<file path="src/rtl/display_pkg.sv">
// Shared constants for the score display: segment patterns (active-low, {g,f,e,d,c,b,a}),
// the conversion FSM states and the largest value the six digits can show.
package display_pkg;

  localparam logic [6:0] SEG_BLANK = 7'h7F;
  localparam logic [6:0] SEG_0     = 7'h40;
  localparam logic [6:0] SEG_1     = 7'h79;
  localparam logic [6:0] SEG_2     = 7'h24;
  localparam logic [6:0] SEG_3     = 7'h30;
  localparam logic [6:0] SEG_4     = 7'h19;
  localparam logic [6:0] SEG_5     = 7'h12;
  localparam logic [6:0] SEG_6     = 7'h02;
  localparam logic [6:0] SEG_7     = 7'h78;
  localparam logic [6:0] SEG_8     = 7'h00;
  localparam logic [6:0] SEG_9     = 7'h10;

  localparam int unsigned DISPLAY_MAX = 999999;

  typedef enum logic [1:0] {
    IDLE,
    CONVERT,
    LOAD
  } state_t;

endpackage

</file>
<file path="src/rtl/seg7_decode.sv">
// BCD digit to active-low seven-segment pattern; purely combinational, no backpressure.
// A set blank input, or an unreachable code above 9, turns every segment off.
module seg7_decode
  import display_pkg::*;
(
  input  logic [3:0] digit_i,
  input  logic       blank_i,
  output logic [6:0] seg_o
);

  always_comb begin
    seg_o = SEG_BLANK;
    if (!blank_i) begin
      case (digit_i)
        4'd0:    seg_o = SEG_0;
        4'd1:    seg_o = SEG_1;
        4'd2:    seg_o = SEG_2;
        4'd3:    seg_o = SEG_3;
        4'd4:    seg_o = SEG_4;
        4'd5:    seg_o = SEG_5;
        4'd6:    seg_o = SEG_6;
        4'd7:    seg_o = SEG_7;
        4'd8:    seg_o = SEG_8;
        4'd9:    seg_o = SEG_9;
        default: seg_o = SEG_BLANK;
      endcase
    end
  end

endmodule

</file>
<file path="src/rtl/score_display.sv">
// Binary score to six saturating seven-segment digits via a bit-serial double-dabble engine.
// Latency SCORE_W+2 clocks from a score change; no backpressure, later changes are picked up once idle.
module score_display
  import display_pkg::*;
#(
  parameter int SCORE_W       = 24,
  parameter bit BLANK_LEADING = 1'b1
) (
  input  logic               clk,
  input  logic               rst,
  input  logic [SCORE_W-1:0] score,
  output logic [6:0]         hex0,
  output logic [6:0]         hex1,
  output logic [6:0]         hex2,
  output logic [6:0]         hex3,
  output logic [6:0]         hex4,
  output logic [6:0]         hex5,
  output logic               busy,
  output logic               sat
);

  localparam int BCD_W = 32;
  localparam int SR_W  = BCD_W + SCORE_W;
  localparam int CNT_W = 5;
  localparam logic [6:0] SEG_RST_HI = BLANK_LEADING ? SEG_BLANK : SEG_0;

  state_t                 state_q, state_d;
  logic [SCORE_W-1:0]     shadow_q, shadow_d;
  logic [SR_W-1:0]        sr_q, sr_d;
  logic [CNT_W-1:0]       cnt_q, cnt_d;
  logic                   busy_q, busy_d;
  logic                   sat_q, sat_d;
  logic [5:0][6:0]        hex_q, hex_d;

  logic [BCD_W-1:0]       bcd;
  logic [BCD_W-1:0]       bcd_adj;
  logic                   over;
  logic                   lead;
  logic [5:0][3:0]        disp_dig;
  logic [5:0]             blank;
  logic [5:0][6:0]        seg;

  assign bcd = sr_q[SR_W-1 -: BCD_W];

  // Add-3 correction applied before each shift keeps every nibble a valid decimal digit.
  always_comb begin
    bcd_adj = bcd;
    for (int i = 0; i < BCD_W / 4; i++) begin
      if (bcd_adj[4*i +: 4] >= 4'd5) bcd_adj[4*i +: 4] = bcd_adj[4*i +: 4] + 4'd3;
    end
  end

  always_comb begin
    over     = |bcd[BCD_W-1:24];
    disp_dig = '0;
    blank    = '0;
    lead     = BLANK_LEADING && !over;
    for (int i = 0; i < 6; i++) begin
      disp_dig[i] = over ? 4'd9 : bcd[4*i +: 4];
    end
    for (int i = 5; i >= 1; i--) begin
      lead     = lead && (disp_dig[i] == 4'd0);
      blank[i] = lead;
    end
  end

  for (genvar g = 0; g < 6; g++) begin : g_dig
    seg7_decode u_dec (
      .digit_i (disp_dig[g]),
      .blank_i (blank[g]),
      .seg_o   (seg[g])
    );
  end

  always_comb begin
    state_d  = state_q;
    shadow_d = shadow_q;
    sr_d     = sr_q;
    cnt_d    = cnt_q;
    busy_d   = busy_q;
    sat_d    = sat_q;
    hex_d    = hex_q;
    case (state_q)
      IDLE: begin
        if (score != shadow_q) begin
          shadow_d = score;
          sr_d     = {{BCD_W{1'b0}}, score};
          cnt_d    = '0;
          busy_d   = 1'b1;
          state_d  = CONVERT;
        end
      end
      CONVERT: begin
        sr_d  = {bcd_adj[BCD_W-2:0], sr_q[SCORE_W-1:0], 1'b0};
        cnt_d = cnt_q + 1'b1;
        if (cnt_q == CNT_W'(SCORE_W - 1)) state_d = LOAD;
      end
      LOAD: begin
        hex_d   = seg;
        sat_d   = over;
        busy_d  = 1'b0;
        state_d = IDLE;
      end
      default: state_d = IDLE;
    endcase
  end

  always_ff @(posedge clk or posedge rst) begin
    if (rst) begin
      state_q  <= IDLE;
      shadow_q <= '0;
      sr_q     <= '0;
      cnt_q    <= '0;
      busy_q   <= 1'b0;
      sat_q    <= 1'b0;
      hex_q    <= {SEG_RST_HI, SEG_RST_HI, SEG_RST_HI, SEG_RST_HI, SEG_RST_HI, SEG_0};
    end else begin
      state_q  <= state_d;
      shadow_q <= shadow_d;
      sr_q     <= sr_d;
      cnt_q    <= cnt_d;
      busy_q   <= busy_d;
      sat_q    <= sat_d;
      hex_q    <= hex_d;
    end
  end

  assign hex0 = hex_q[0];
  assign hex1 = hex_q[1];
  assign hex2 = hex_q[2];
  assign hex3 = hex_q[3];
  assign hex4 = hex_q[4];
  assign hex5 = hex_q[5];
  assign busy = busy_q;
  assign sat  = sat_q;

endmodule

</file>
<file path="config.mk">
export PLATFORM = sky130hd
export DESIGN_NAME = score_display
export DESIGN_NICKNAME = d
export VERILOG_FILES = /design/src/rtl/display_pkg.sv /design/src/rtl/seg7_decode.sv /design/src/rtl/score_display.sv
export SDC_FILE = /design/constraint.sdc
export NUM_CORES = 1
export LEC_CHECK = 0
export ABC_CLOCK_PERIOD_IN_PS = 4750
export CAP_MARGIN = 20
export CORE_UTILIZATION = 50
export CTS_BUF_LIST = sky130_fd_sc_hd__clkbuf_16
export DETAILED_ROUTE_END_ITERATION = 10
export GPL_ROUTABILITY_DRIVEN = 0
export PLACE_DENSITY = 0.71
export SYNTH_ARGS = -nofsm -noshare
export SYNTH_HDL_FRONTEND = slang
export SYNTH_SLANG_ARGS = --single-unit
export TNS_END_PERCENT = 50
</file>
<file path="constraint.sdc">
create_clock -name clk -period 4.75 [get_ports clk]
set_input_delay 0.95 -clock clk [delete_from_list [all_inputs] [get_ports clk]]
set_output_delay 0.95 -clock clk [all_outputs]
set_load 0.05 [all_outputs]
</file>
==> results.toml <==
[placement]
port_buffers = 69
pre_cts_slack_ns = 1.01
hpwl_mm = 11.7

[finish]
multi_input_area_um2 = 3840
fin_nets = 908
seqCellArea_um2 = 3320
drive_above_1_share_pct = 15.7
syn2layout_area_growth_pct = 18.6
n_antenna_cell = 0
fill_cells = 1170

[sta]
slew_viol_final = 0
slew_headroom_pct = 32.9
hold_violations = 0
grt_setup_unrepaired = "false"
setup_ws_ns = 0.955
skew_ns = 0.00784
tns_ns = 0
fin_crit_ns = 3.79
post-route-period-util_pct = 79.9
fmax_ghz = 0.264
finalSetupViolCount = 0
worst_pin_slew_ns = 1.01

[logic_synthesis]
synth_cell_types = 53
ys_ff_latch = 131
seq_area_frac_synth_pct = 43.8
synthFlopType = "dfrtp_1"
syn_area_um2 = 7590
async_flop_share_pct = 100
yosys_warnings = 0
synth_area_per_cell_um2 = 9.63
yosys.area.top_type = "dfrtp_1"
synthTopCellsByArea = "dfrtp_1 (31%), dfstp_2 (12%), ha_1 (8.1%)"
synth_edf_count = 0
syn_inst = 788
yosys.area.top_type_share_pct = 31.3
syn_nets = 863

[floorplan]
die-area_um2 = 15700
start_util_pct = 51.8
rows = 44
die_width_um = 125
core_region_area_um2 = 14600
die_y_um = 125
num_io_pins = 70

[critical_path]
crit_arrival_ns = 4.14
end_kind = "flop"
crit_chain = "inv_1 -> ha_1 -> nand2b_1 -> or4_1 -> buf_4 -> nor2_1 -> ha_1 -> nor4b_1 -> nand4_1 -> nor3_4 -> a31oi_1 -> a21oi_1"
crit_path_frequent_cell = "ha_1"
required_ns = 5.10
worstPathMaxFanout = 17
startpoint_type = "flop"
critPathSlowestCell = "or4_1"
timing.critical_path.buf_inv = 2
cp_top_family = "simple AND/OR/NAND/NOR gates"
criticalPathCategory = "reg -> reg"
max_stage_delay_ns = 0.53

[clock_tree]
holdBufCountCts = 0
cts_tree = "yes"
postCtsSetupBuffers = 0
cts.clk_slew.worst_paths_ns = 0.06
post_cts_resized = 0
cts_inserted_buffers = 17
cts_sinks = 131
clkLatencyLatePin_ns = 0.42
htreeDepth = 4
clockRootBuffer = "clkbuf_16"
cts_max_path_buffers = 2

[pwr]
leakagePower_nw = 3.99
irDropWorstVdd_mv = 0.323
p_per_area_nw_per_um2 = 827

[detailed_routing]
vias = 6034
ant_nets = 0
viasPerCell = 5.86
drc = 0
wl_mm = 17.2
drt-initial-drc-count = 495
wl_per_cell_um = 16.7
dr.pass1.iters = 7

[global_route]
antenna_found_initial = 0
grt_pass1_vias = 5931
grt_pass1_wl_mm = 29.0
grt_use_total_pct = 23.1
grt_max_degree = 77
globalRouteOverflowTotal = 0

[outcome]
outcome = "finished clean"

[min_path]
hold_path.class = "reg -> reg"

[job]
maxCapViolCount = 0
## worst register-to-register path: stages, from the launching register on
cell and delay (ns):
dfrtp_1 0.41, inv_1 0.12, ha_1 0.16, nand2b_1 0.22
or4_1 0.53, buf_4 0.21, nor2_1 0.25, ha_1 0.26
nor4b_1 0.48, nand4_1 0.32, nor3_4 0.36, a31oi_1 0.21
a21oi_1 0.18
## where the power goes
group / total [mW] / internal (mW) / leakage, nW / switching [mW]
sequential: 2.13 / 1.67 / 1.57 / 0.462
combinational: 4.02 / 1.62 / 2.12 / 2.40
clock: 1.28 / 0.800 / 0.303 / 0.485
## logic make-up (layout without fill, tap and decap cells)
family                     after synthesis  in the layout  synth area share (%)
AOI/OAI and AO/OA                      209            209                  19.2
muxes                                   36             36                  5.16
and+or+nand+nor                        215            215                  13.8
buffers and inverters                  113            171                  5.90
adders and majority gates               49             49                  8.08
xor gates and xnor gates                35             35                  4.04
DFF                                    131            131                  43.8
## registers in the layout, summed over array words and instances, names as in the netlist
name and flops:
busy 1, sat 1, sr_q 56, hex5 7
shadow_q 24, hex3 7, cnt_q 5, hex2 7
hex0 7, hex1 7, hex4 7, state_q 2
## layout by cell type, fill, tap and decap left out, drive strengths merged, types with 13 or more instances in the layout
master,n
o21ai,25
dfstp,36
xor2,27
o22a,16
nor3b,14
o221a,23
nor2,62
nand2b,13
clkbuf,20
inv,64
nand2,68
dfrtp,95
a31oi,31
a211oi,14
clkdlybuf4s50,69
a22oi,24
ha,49
mux2,25
a21oi,57
## cell type report
cell class / count / area share, %
timing repair buffer: 79 / 8.74
sequential: 131 / 37.0
clock inverter: 12 / 0.946
tap: 184 / 2.56
clock buffer: 20 / 5.56
multi-input combinational: 544 / 42.7
inverter: 60 / 2.53
## metal layers
layer | vias to the layer above | GRT usage (%) | part of all wire, %
met1 | 2985 | 29.2 | 45
li1 | 2880 | - | -
met3 | 25 | 4.15 | 3.5
met2 | 144 | 39.2 | 50
met4 | 0 | 9.33 | 1.7
met5 | - | 0 | 0
## final timing paths
kind                       depth (start not counted)  slack [ns]                   to                 start
setup / recovery                                  12        0.96  hex1[3]$_DFFE_PP1P_  sr_q[48]$_DFFE_PP0P_
min in group asynchronous                          2        1.10  sr_q[0]$_DFFE_PP0P_                   rst
hold / removal                                     2        0.47  hex5[4]$_DFFE_PP1P_   hex5[4]$_DFFE_PP1P_
max in group asynchronous                          3        2.80  hex3[2]$_DFFE_PP1P_                   rst
hold reg to reg                                    2        0.47  hex5[4]$_DFFE_PP1P_   hex5[4]$_DFFE_PP1P_
setup reg to reg                                  12        0.96  hex1[3]$_DFFE_PP1P_  sr_q[48]$_DFFE_PP0P_
## synthesized netlist by cell type, types with 3 or more instances
cell type,n
dfstp_2,36
o21ai_1,3
a31oi_1,31
nor3_1,10
nor2b_1,6
and3_1,3
nand3_1,11
nand4_1,5
o22a_1,16
nand2b_1,13
o221a_2,23
o21ai_0,22
inv_1,60
a21oi_1,57
or3_1,3
a22oi_1,24
dfrtp_1,95
o211ai_1,4
clkbuf_1,44
nor4_1,8
xor2_1,27
a211oi_1,14
buf_2,7
mux2_2,25
nor2_1,61
nand2_1,68
nor3b_1,14
mux2i_1,11
ha_1,49
xnor2_1,8
## stage by stage
stage	std cells	hold slack [ns]	cell area, um2	utilization [%]	total power [mW]
final	1030	0.471	8990	61.4	7.44
after global routing	1030	0.489	8990	61.4	7.97
after CTS	1029	0.478	8980	61.3	7.44
after detailed placement	997	0.469	8390	57.3	6.12
after global placement	997	0.456	8390	57.3	5.93
after floorplan	788	0.467	7590	-	5.11
Note: power is estimated with default switching activity, not from simulation.
